`src/rtl/bridge_pkg.sv`:
```
// Shared types and ASCII constants for the UART-to-bus request parser.
package bridge_pkg;

  typedef enum logic [1:0] {
    StIdle,
    StAddr,
    StData,
    StEnd
  } bridge_state_t;

  localparam logic [7:0] CHAR_R  = 8'h52;
  localparam logic [7:0] CHAR_W  = 8'h57;
  localparam logic [7:0] CHAR_CR = 8'h0D;
  localparam logic [7:0] CHAR_LF = 8'h0A;

endpackage

```
`src/rtl/hex_decoder.sv`:
```
// Combinational ASCII hex digit decoder.
// BRIDGE_RX_LOWERCASE_HEX_EN additionally accepts 'a'-'f'.
module hex_decoder (
  input  logic [7:0] ascii_i,
  output logic [3:0] nibble_o,
  output logic       is_hex_o
);

  always_comb begin
    nibble_o = 4'h0;
    is_hex_o = 1'b0;
    if (ascii_i >= 8'h30 && ascii_i <= 8'h39) begin
      nibble_o = ascii_i[3:0];
      is_hex_o = 1'b1;
    end else if (ascii_i >= 8'h41 && ascii_i <= 8'h46) begin
      // 'A' has low nibble 1, so +9 yields 10
      nibble_o = ascii_i[3:0] + 4'd9;
      is_hex_o = 1'b1;
    end
`ifdef BRIDGE_RX_LOWERCASE_HEX_EN
    else if (ascii_i >= 8'h61 && ascii_i <= 8'h66) begin
      nibble_o = ascii_i[3:0] + 4'd9;
      is_hex_o = 1'b1;
    end
`endif
  end

endmodule

```
`src/rtl/bridge_rx.sv`:
```
// Parses "R<addr>\r" / "W<addr><data>\r" ASCII messages into bus requests.
// Lowercase hex acceptance is controlled by BRIDGE_RX_LOWERCASE_HEX_EN (see hex_decoder).
module bridge_rx
  import bridge_pkg::*;
#(
  parameter int unsigned ADDR_WIDTH = 16,
  parameter int unsigned DATA_WIDTH = 16
) (
  input  logic                  clk,
  input  logic                  rst,
  input  logic [7:0]            data_i,
  input  logic                  valid_i,
  output logic [ADDR_WIDTH-1:0] addr_o,
  output logic [DATA_WIDTH-1:0] data_o,
  output logic                  rw_o,
  output logic                  valid_o,
  output logic                  err_o
);

  localparam int unsigned NumAddr   = ADDR_WIDTH / 4;
  localparam int unsigned NumData   = DATA_WIDTH / 4;
  localparam int unsigned MaxDigits = (NumAddr > NumData) ? NumAddr : NumData;
  localparam int unsigned CntWidth  = $clog2(MaxDigits + 1);

  localparam logic [CntWidth-1:0] LastAddr = CntWidth'(NumAddr - 1);
  localparam logic [CntWidth-1:0] LastData = CntWidth'(NumData - 1);

  bridge_state_t         state;
  logic [CntWidth-1:0]   cnt;
  logic [ADDR_WIDTH-1:0] addr_sh;
  logic [DATA_WIDTH-1:0] data_sh;
  logic                  rw;

  logic [3:0] nibble;
  logic       is_hex;
  logic       is_cmd;
  logic       is_term;
  logic       bad;

  hex_decoder u_hex_decoder (
    .ascii_i  (data_i),
    .nibble_o (nibble),
    .is_hex_o (is_hex)
  );

  assign is_cmd  = (data_i == CHAR_R) || (data_i == CHAR_W);
  assign is_term = (data_i == CHAR_CR) || (data_i == CHAR_LF);

  always_comb begin
    bad = 1'b0;
    unique case (state)
      StAddr, StData: bad = !is_hex;
      StEnd:          bad = !is_term;
      default:        bad = 1'b0;
    endcase
  end

  always_ff @(posedge clk) begin
    if (rst) begin
      state   <= StIdle;
      cnt     <= '0;
      addr_sh <= '0;
      data_sh <= '0;
      rw      <= 1'b0;
      addr_o  <= '0;
      data_o  <= '0;
      rw_o    <= 1'b0;
      valid_o <= 1'b0;
      err_o   <= 1'b0;
    end else begin
      valid_o <= 1'b0;
      err_o   <= 1'b0;
      if (valid_i) begin
        if (bad) begin
          err_o <= 1'b1;
          cnt   <= '0;
          state <= StIdle;
        end else begin
          unique case (state)
            StIdle: ;
            StAddr: begin
              addr_sh <= (addr_sh << 4) | ADDR_WIDTH'(nibble);
              if (cnt == LastAddr) begin
                cnt   <= '0;
                state <= rw ? StData : StEnd;
              end else begin
                cnt <= cnt + CntWidth'(1);
              end
            end
            StData: begin
              data_sh <= (data_sh << 4) | DATA_WIDTH'(nibble);
              if (cnt == LastData) begin
                cnt   <= '0;
                state <= StEnd;
              end else begin
                cnt <= cnt + CntWidth'(1);
              end
            end
            StEnd: begin
              addr_o  <= addr_sh;
              data_o  <= rw ? data_sh : '0;
              rw_o    <= rw;
              valid_o <= 1'b1;
              cnt     <= '0;
              state   <= StIdle;
            end
            default: state <= StIdle;
          endcase
        end
        // A command letter mid-message resynchronises instead of being lost
        if (is_cmd && (state == StIdle || bad)) begin
          addr_sh <= '0;
          data_sh <= '0;
          rw      <= (data_i == CHAR_W);
          cnt     <= '0;
          state   <= StAddr;
        end
      end
    end
  end

endmodule
```
`config.mk`:
```
export PLATFORM = sky130hd
export DESIGN_NAME = bridge_rx
export DESIGN_NICKNAME = d
export VERILOG_FILES = /design/src/rtl/bridge_pkg.sv /design/src/rtl/hex_decoder.sv /design/src/rtl/bridge_rx.sv
export SDC_FILE = /design/constraint.sdc
export NUM_CORES = 1
export LEC_CHECK = 0
export ABC_CLOCK_PERIOD_IN_PS = 2400
export BUFFER_PORTS_ARGS = -buffer_cell sky130_fd_sc_hd__buf_4
export CAP_MARGIN = 20
export CORE_ASPECT_RATIO = 0.6
export CORE_MARGIN = 5
export CORE_UTILIZATION = 35
export CTS_BUF_LIST = sky130_fd_sc_hd__clkbuf_4 sky130_fd_sc_hd__clkbuf_8
export CTS_CLUSTER_DIAMETER = 120
export DETAILED_ROUTE_END_ITERATION = 6
export HOLD_SLACK_MARGIN = 0.15
export PLACE_DENSITY_LB_ADDON = 0.08
export SKIP_LAST_GASP = 1
export SLEW_MARGIN = 15
export SYNTH_ARGS = -nofsm -noshare
export SYNTH_HDL_FRONTEND = slang
export SYNTH_SLANG_ARGS = --single-unit
```
`constraint.sdc`:
```
create_clock -name clk -period 2.4 [get_ports clk]
set_clock_uncertainty 0.1 [all_clocks]
set_input_delay 0.36 -clock clk [delete_from_list [all_inputs] [get_ports clk]]
set_output_delay 0.36 -clock clk [all_outputs]
set_load 0.01 [all_outputs]
```
* After elaboration in Yosys (flattened, before gate mapping)
Cells that the tools add are included.
Word-level totals: logic and storage cells 77, bits in registers 73
Operators by class: $lt $le $gt $ge 4, bitwise operators 4, reduce and logical (&&, ||, !) cells 22, eq/ne operators 11, add/subtract/negate cells 2, mux-type cells 24
Operators with widths (count):
- $mux 16 | 7
- $or 16x4->16 | 2
- $eq 8x4->1 const B | 2
- $eq 8x7->1 const B | 2
- $mux 3 | 3
- $reduce_and 3->1 | 3
- $ge 8x6->1 const B | 1
- $ge 8x7->1 const B | 1
- $le 8x6->1 const B | 1
- $le 8x7->1 const B | 1
- $mux 2 | 4
- $mux 4 | 2
- $ne 4x4->1 const B | 2
- $pmux 2 s3 | 1
- $pmux 3 s2 | 1
- $mux 1 | 5
- $reduce_bool 5->1 | 1
- $add 4x4->4 const B | 1
- $eq 2x2->1 const B | 2
- $reduce_and 2->1 | 2
- $reduce_and 4->1 | 1
- $reduce_bool 2->1 | 2
- $reduce_bool 4->1 | 1
- $reduce_or 2->1 | 2
- other kinds (11) | 17

* Depth between registers and ports, before layout
Gate-level depths: netlist of run 1.
word-level depth 10, depth in mapped cells 9

* Modules after synthesis
From an unflattened synthesis of run 1, not the netlist that was laid out.
Second synthesis, totals: cells, all modules 328, area total of the unflattened synthesis 3080.5 sq um
By module, submodules not included:
- bridge_rx | seq. area each 1461.4 sq um, cells an instance 304, times used 1, area each 2909.0 sq um
- hex_decoder | seq. area each 0.0 sq um, cells an instance 24, times used 1, area each 171.4 sq um

* Worst setup path after synthesis of run 1
OpenSTA, ideal clock, no wires.
path type input -> register, start input port data_i[1], end register addr_sh[2], stages on the path 8, arrival time 1.988 ns, path slack 0.189 ns, buffers on the path 0, path through inv_1 ha_1 or3b_4 nand4_4 nand4_1 a211o_1 nand2_2 mux2_1
Between the ends: cells in the longest elaborated chain, start to end 10
RTL lines:
- start, declared | line bridge_rx.sv:11 | input logic [7:0] data_i,
- $ge 8x7->1 / $le 8x7->1 (equally long branches) | line hex_decoder.sv:15 | end else if (ascii_i >= 8'h41 && ascii_i <= 8'h46) begin
- $logic_and 1x1->1 | line hex_decoder.sv:15
- $mux 1 | line hex_decoder.sv:15
- $mux 1 | line hex_decoder.sv:12 | if (ascii_i >= 8'h30 && ascii_i <= 8'h39) begin
- $logic_not 1->1 | line bridge_rx.sv:52 | StAddr, StData: bad = !is_hex;
- $pmux 1 s2 | line bridge_rx.sv:51 | unique case (state)
- $logic_or 1x1->1 | line bridge_rx.sv:111 | if (is_cmd && (state == StIdle || bad)) begin
- $logic_and 1x1->1 | line bridge_rx.sv:111
- $ne 2x1->1 (no source line) / $reduce_bool 2->1 (equally long branches)
- $reduce_and 3->1 (no source line)
- end signal, assigned | line bridge_rx.sv:82 | addr_sh <= (addr_sh << 4) | ADDR_WIDTH'(nibble);
- end, declared | line bridge_rx.sv:30 | logic [ADDR_WIDTH-1:0] addr_sh;
Several ways; a longest one is shown, not always the timed one. The select of a mux whose other input is x is not followed. A chain may end at the register's enable or synchronous reset.

* Worst setup path after layout of run 1
start register state[1], end register addr_sh[2]
Between the ends: cells in the longest elaborated chain, start to end 7
RTL lines:
- start, declared | line bridge_rx.sv:28 | bridge_state_t state;
- start signal, assigned | line bridge_rx.sv:60 | state <= StIdle;
- start signal, assigned | line bridge_rx.sv:77 | state <= StIdle;
- start signal, assigned | line bridge_rx.sv:85 | state <= rw ? StData : StEnd;
- $eq 2x2->1 / $eq 2x1->1 (equally long branches) | line bridge_rx.sv:51, bridge_rx.sv:79
- $reduce_or 2->1 (no source line)
- $pmux 1 s2 | line bridge_rx.sv:51
- $logic_or 1x1->1 | line bridge_rx.sv:111
- $logic_and 1x1->1 | line bridge_rx.sv:111
- $ne 2x1->1 (no source line) / $reduce_bool 2->1 (equally long branches)
- $reduce_and 3->1 (no source line)
Several ways; a longest one is shown, not always the timed one.

==> impl_metrics.ini, run 1 <==
[timing]
grt_setup_unrepaired = no
hold_viol = 0
timing.fmax_mhz = 447
hold-worst-slack_ns = 0.223
finalSetupViolations = 0
worst_pin_slew_ns = 0.424
slew-limit-headroom_pct = 71.7
maxSlewViolCount = 0
period_minus_slack_ns = 2.24
period_share_pct = 93.1

[floorplan]
die_h_um = 83.7
fp.dieW_um = 133
die-area_sq_mm = 0.0111
start_util_pct = 36.6
boundaryPins = 46
core-area_sq_mm = 0.00865
rows = 26

[grt]
grt_pass1_wl_um = 13200
grt_pass1_vias = 2487
antenna_found_initial = 0
grt.overflow.total = 0
track_usage_pct = 15.0
grt_max_degree = 38

[placement]
hpwl_um = 5680
gp_congestion = 0.836
dp.cells = 500
io_buffer_count = 45

[clocking]
postCtsSetupBuffers = 0
path_clk_slew_ns = 0.07
htree_levels = 3
cts_hold_repair.buffers = 0
cts_resized = 0
cts-root-buf = clkbuf_8
numCtsBuffers = 9
insertion_delay_ns = 0.35
cts_tree = done
cts.sinks = 73
clockBufferDepth = 2

[logic_synthesis]
synthesis.area_sq_mm = 0.00317
syn_nets = 361
avgSynthCellArea_sq_um = 9.33
synth_edf_count = 0
yosys_most_used_dff = dfxtp_1
ys_types = 51
synth-seq-cells = 73
async_flop_share_pct = 0
yosysWarnings = 0
netlist_instances = 340
ys_seq_area_share_pct = 46.1

[setup_path]
path_class = reg2reg
cpMostUsedCell = inv_1
slowest_delay_ns = 0.43
crit_chain = inv_1 -> ha_1 -> inv_1 -> a31oi_1 -> a211o_2 -> nand2_2 -> mux2_1
cp.required_ns = 2.54
crit_arrival_ns = 2.37
critPathLaunchType = flop
reg2reg_slack_ns = 0.16
cp_max_fo = 7
cp-end-kind = flop
crit_slowest_cell = dfxtp_1

[layout]
nFillCells = 833
final_cell_mix = 73 x dfxtp_1, 66 x buf_4, 34 x nand2_1
final_common_cell = dfxtp_1
drive_gt1_share_pct = 26.2
fin_nets = 420
final_cell_count_no_fill = 516
areaGrowthSynthToFinish_pct = 24.7
n_antenna_cell = 0

[pwr]
ir_drop_mv = 0.321
p_per_area_mw_per_mm2 = 638
cellLeakagePower_nw = 1.46

[route]
drc = 0
via_per_inst = 5.12
wl_um = 7910
drtPass1Iterations = 4
drtIter0Drc = 202
wire_per_inst_um = 15.3
via_count = 2643
antenna_left = 0

[job]
cap_violations = 0

[run_status]
run_status = completed

[worst_hold_path]
hold_path_class = in2reg
==> cells in the mapped netlist (2+ instances only) <==
library cell / count / share of area, %
inv_1: 22 / 2.6
nor2b_1: 2 / 0.39
a21oi_1: 23 / 3.6
buf_4: 2 / 0.47
nor3b_1: 2 / 0.47
nand3_1: 18 / 2.8
nand2_2: 2 / 0.39
buf_1: 2 / 0.24
nand4_1: 5 / 0.99
mux2_2: 2 / 0.71
nand2_1: 34 / 4.0
o22ai_1: 15 / 3.0
o32ai_1: 10 / 2.8
mux2i_1: 18 / 5.7
a31oi_1: 2 / 0.39
o21ai_0: 20 / 3.2
nor3_1: 2 / 0.32
dfxtp_1: 73 / 46
mux2_1: 2 / 0.71
buf_2: 3 / 0.47
clkbuf_1: 10 / 1.2
a21bo_2: 2 / 0.63
o21ai_1: 2 / 0.32
o211ai_2: 2 / 0.79
buf_6: 4 / 1.4
nor2_1: 24 / 2.8
ha_1: 10 / 3.9
o32ai_2: 4 / 2.1
==> worst max-delay path, delay by kind of cell (launching register included) <==
kind	cells	cell delay, ns
AO/OA/AOI/OAI	2	0.56
adder cells (fa/ha/maj)	1	0.29
buffers and inverters	2	0.32
flip-flops	1	0.43
multiplexers	1	0.32
AND/OR/NAND/NOR	1	0.10
==> sequential cells by signal (all words and copies together), names as in the netlist <==
signal / count
data_sh: 16
cnt: 3
addr_sh: 16
rw_o: 1
state: 2
data_o: 16
rw: 1
valid_o: 1
err_o: 1
addr_o: 16
==> final cells by class <==
type	instances	area [sq um]	area share [%]
Tap cell	112	140	3.55
Clock inverter	5	53.8	1.36
Sequential cell	73	1460	37.0
Inverter	22	82.6	2.09
Multi-Input combinational cell	224	1510	38.1
Clock buffer	11	151	3.83
Timing Repair Buffer	69	556	14.1
==> final timing paths <==
check,startpoint,endpoint,cells after the start
setup / recovery,state[1],addr_sh[2],7
hold reg to reg,data_sh[3],data_o[3],2
hold / removal,valid_i,cnt[0],2
setup reg to reg,state[1],addr_sh[2],7
==> through the flow <==
stage	util [%]	setup TNS [ns]	power, mW	worst slack, ns	instance area [sq um]
after floorplan	-	0	1.46	0.189	3170
after global placement	43.3	0	1.56	0.0282	3750
after detailed placement	43.3	-0.0922	1.56	-0.0430	3750
after CTS	45.7	0	2.55	0.166	3950
after global routing	45.7	0	2.64	0.0159	3950
final	45.7	0	2.52	0.165	3950
==> cell families after synthesis <==
| kind of cell | share of synthesized area (%) |
|---|---|
| AND/OR/NAND/NOR | 15.7 |
| AO/OA/AOI/OAI | 20.8 |
| flip-flops | 46.1 |
| buffers and inverters | 6.39 |
| multiplexers | 7.10 |
| adder cells (fa/ha/maj) | 3.95 |
==> routing by layer <==
| metal | wire length, um | track usage (%) | up-vias |
|---|---|---|---|
| met5 | 0 | 0 | - |
| met2 | 2960 | 18.6 | 69 |
| li1 | - | - | 1343 |
| met3 | 526 | 5.36 | 4 |
| met1 | 4360 | 23.6 | 1227 |
| met4 | 61 | 3.68 | 0 |
==> power breakdown <==
group	total, mW	switching, mW	internal [mW]
Combinational	0.308	0.191	0.117
Sequential	1.23	0.0115	1.22
Clock	0.980	0.447	0.533
Total	2.52	0.650	1.87
Note: power is estimated with default switching activity, not from simulation.
==> inputs of run 2 (changes only) <==
CAP_MARGIN = not set   (was 20)
RECOVER_POWER = 100   (was not set)
==> run 2 against run 1 <==
Total power decreased by 0.61%. Clock power about the same. Non-clock buffer count unchanged. Largest cell class unchanged.
==> impl_metrics.ini, run 2 (same netlist as run 1, synthesis figures left out) <==
[run_status]
run_status = completed

[timing]
period_minus_slack_ns = 2.21
slew-limit-headroom_pct = 73.2
maxSlewViolCount = 0
grt_setup_unrepaired = no
period_share_pct = 92.0
timing.fmax_mhz = 453
worst_pin_slew_ns = 0.402
hold_viol = 0
finalSetupViolations = 0

[layout]
n_antenna_cell = 0
areaGrowthSynthToFinish_pct = 19.1
drive_gt1_share_pct = 16.1
fin_util_pct = 43.6
fin_nets = 420
nFillCells = 869
final_cell_mix = 73 x dfxtp_1, 37 x clkbuf_1, 34 x nand2_1
final_common_cell = dfxtp_1

[route]
wire_per_inst_um = 15.3
wl_met1_um = 4330
wl_um = 7920
via_per_inst = 5.11
drtIter0Drc = 187
wl_met2_um = 2960
antenna_left = 0
drc = 0
drtPass1Iterations = 4
via_count = 2638
route.met3.wl_um = 573
top_layer_used = met4

[setup_path]
crit_chain = inv_1 -> ha_1 -> inv_1 -> a31oi_1 -> a211o_2 -> nand2_2 -> mux2_1
cp_max_fo = 7
slowest_delay_ns = 0.43
critPathLaunchType = flop
path_class = reg2reg
cp.required_ns = 2.53
cp-end-kind = flop
crit_slowest_cell = dfxtp_1
crit_arrival_ns = 2.34
cpMostUsedCell = inv_1

[clocking]
path_clk_slew_ns = 0.07
clockBufferDepth = 2
cts.sinks = 73
postCtsSetupBuffers = 0
htree_levels = 3
cts-root-buf = clkbuf_8
insertion_delay_ns = 0.34
numCtsBuffers = 9
cts_tree = done
cts_resized = 0
cts_hold_repair.buffers = 0

[floorplan]
fp.dieW_um = 133
start_util_pct = 36.6
die-area_sq_mm = 0.0111
boundaryPins = 46
core-area_sq_mm = 0.00865
rows = 26
die_h_um = 83.7

[grt]
antenna_found_initial = 0
grt_max_degree = 38
track_usage_pct = 15.0
grt_pass1_vias = 2487
grt_pass1_wl_um = 13200
grt.overflow.total = 0

[worst_hold_path]
hold_path_class = in2reg

[job]
cap_violations = 0

[pwr]
power_mw = 2.50
cellLeakagePower_nw = 1.29
ir_drop_mv = 0.321
p_per_area_mw_per_mm2 = 663

[placement]
gp_congestion = 0.836
hpwl_um = 5680
io_buffer_count = 45
run 2: final timing paths:
check	startpoint	endpoint	slack (ns)	depth (start not counted)
max reg2reg	state[1]	addr_sh[2]	0.19	7
min reg2reg	data_sh[3]	data_o[3]	0.37	2
min	valid_i	cnt[0]	0.22	2
max	state[1]	addr_sh[2]	0.19	7
run 2: critical path: cells and delay by family, from the launching register on:
kind	cells	cell delay, ns
compound gates	2	0.56
fa+ha+maj	1	0.28
buf+inv	2	0.32
flops	1	0.43
mux	1	0.32
simple gates	1	0.10
run 2: layer usage:
metal | vias up | GRT usage, %
met3 | 4 | 5.36
met5 | - | 0
met2 | 73 | 18.6
li1 | 1341 | -
met4 | 0 | 3.68
met1 | 1220 | 23.6
run 2: area by class of cell:
type / count / area (sq um) / area share (%)
Tap cell: 112 / 140 / 3.71
Timing Repair Buffer: 69 / 404 / 10.7
Clock inverter: 5 / 53.8 / 1.42
Clock buffer: 11 / 151 / 4.01
Multi-Input combinational cell: 224 / 1480 / 39.3
Sequential cell: 73 / 1460 / 38.7
Inverter: 22 / 82.6 / 2.19
run 2: report_power, final:
group	switching (mW)	total (mW)	leakage [nW]	internal, mW
logic	0.185	0.295	0.595	0.110
registers	0.0114	1.23	0.588	1.22
clock network	0.445	0.978	0.109	0.533
total	0.642	2.50	1.29	1.86
run 2: metrics by stage:
stage	setup slack, ns	hold WS, ns	setup TNS [ns]	instances	area [sq um]
3_3_place_gp	0.0282	0.361	0	500	3750
5_1_grt	0.0294	0.197	0	516	3780
3_5_place_dp	-0.0430	0.358	-0.0922	500	3750
4_1_cts	0.166	0.199	0	516	3950
6_report	0.193	0.219	0	516	3780
2_1_floorplan	0.189	0.348	0	340	3170
==> inputs of run 3 (changes only) <==
PLACE_DENSITY = 0.5   (was not set)
PLACE_DENSITY_LB_ADDON = not set   (was 0.08)
==> run 3 against run 2 <==
First-iteration DRC count shrank 16%. Non-clock buffer count up 2. Wire length down 1.3%. Critical path depth did not move. Combinational power hardly changed. Count of clock-buffer cells in the layout grew 2. Via count shrank 0.49%. Largest cell class unchanged. Hold slack lost 0.0033 ns.
==> impl_metrics.ini, run 3 (same netlist as run 1, synthesis figures left out) <==
[run_status]
run_status = completed

[grt]
grt_max_degree = 34
track_usage_pct = 14.8
grt.overflow.total = 0
antenna_found_initial = 0
grt_pass1_wl_um = 13100
grt_pass1_vias = 2546

[route]
wl_um = 7820
drtPass1Iterations = 4
wire_per_inst_um = 15.1
drtIter0Drc = 158
drc = 0
via_per_inst = 5.07
via_count = 2625
antenna_left = 0

[setup_path]
cp-end-kind = flop
cp.required_ns = 2.53
crit_arrival_ns = 2.38
cp_max_fo = 16
path_class = reg2reg
critPathLaunchType = flop

[clocking]
postCtsSetupBuffers = 0
htree_levels = 3
insertion_delay_ns = 0.35
cts-root-buf = clkbuf_8
path_clk_slew_ns = 0.07
cts_tree = done
cts.sinks = 73
cts_resized = 0
cts_hold_repair.buffers = 0
numCtsBuffers = 9
clockBufferDepth = 2

[layout]
areaGrowthSynthToFinish_pct = 18.9
fin_util_pct = 43.6
final_common_cell = dfxtp_1
n_antenna_cell = 0
register_area_sq_mm = 0.00146
multiInputGateArea_sq_mm = 0.00148
drive_gt1_share_pct = 16.3
nFillCells = 905
final_cell_mix = 73 x dfxtp_1, 37 x clkbuf_1, 35 x nand2_1
fin_nets = 422

[placement]
io_buffer_count = 45
hpwl_um = 5560
gp_congestion = 0.859
dp_slack_ns = -0.0318

[timing]
hold-worst-slack_ns = 0.216
slew-limit-headroom_pct = 74.0
worst_pin_slew_ns = 0.389
grt_setup_unrepaired = no
period_minus_slack_ns = 2.25
hold_viol = 0
maxSlewViolCount = 0
finalSetupViolations = 0
setup_ws_ns = 0.146
setup_tns_ns = 0
timing.fmax_mhz = 444
period_share_pct = 93.9

[floorplan]
rows = 26
start_util_pct = 36.6
fp.dieW_um = 133
die_h_um = 83.7
boundaryPins = 46
core-area_sq_mm = 0.00865
die-area_sq_mm = 0.0111

[worst_hold_path]
hold_path_class = in2reg

[pwr]
ir_drop_mv = 0.291
switching_share_pct = 26.3
p_switching_uw = 635
p_int_mw = 1.78
cellLeakagePower_nw = 1.30
p_clk_share_pct = 36.8
p_comb_share_pct = 12.2
pwr-share-seq_pct = 51.0
power_mw = 2.42
p_per_area_mw_per_mm2 = 641

[job]
cap_violations = 0
==> run 3: cell count changes in the layout (fill, tap and decap cells not counted), sizes merged <==
cell	delta
clkbuf	+4
bufinv	-1
clkinv	-1
==> run 3: area by class of cell <==
cell class | count | area share (%)
Multi-Input combinational cell | 224 | 39.2
Sequential cell | 73 | 38.8
Timing Repair Buffer | 71 | 11.3
Clock buffer | 13 | 4.41
Tap cell | 112 | 3.72
Inverter | 22 | 2.19
Clock inverter | 3 | 0.398
==> run 3: through the flow <==
step	cell area (sq um)	instances
after floorplan	3170	340
after global placement	3790	502
after detailed placement	3790	502
after global routing	3770	518
after CTS	3970	518
final	3770	518
==> run 3: worst paths after layout <==
| check | startpoint | endpoint | slack (ns) | cells past startpoint |
|---|---|---|---|---|
| setup / recovery | state[1] | addr_o[5] | 0.15 | 7 |
| hold / removal | valid_i | cnt[0] | 0.22 | 2 |
| setup reg to reg | state[1] | addr_o[5] | 0.15 | 7 |
| hold reg to reg | data_o[7] | data_o[7] | 0.37 | 2 |
==> run 3: power groups by stage <==
stage          clock network, mW  logic [mW]  registers (mW)
2_1_floorplan                  0       0.209            1.26
4_1_cts                    0.923       0.315            1.23
3_5_place_dp                   0       0.314            1.26
3_3_place_gp                   0       0.314            1.26
5_1_grt                    0.976       0.332            1.23
6_report                   0.889       0.295            1.23
==> run 3: critical path, stage by stage (launching register included) <==
cell     delay [ns]
dfxtp_1        0.42
inv_1          0.13
ha_1           0.41
a32o_1         0.30
a21oi_2        0.29
buf_12         0.21
mux2i_1        0.20
nor2_1         0.06
==> run 3: metal layers <==
metal | global-route usage [%] | vias to the layer above | share of wire (%)
li1 | - | 1337 | -
met1 | 22.3 | 1229 | 55
met2 | 19.3 | 55 | 39
met3 | 5.36 | 4 | 5.9
met4 | 3.96 | 0 | 0.81
met5 | 0 | - | 0
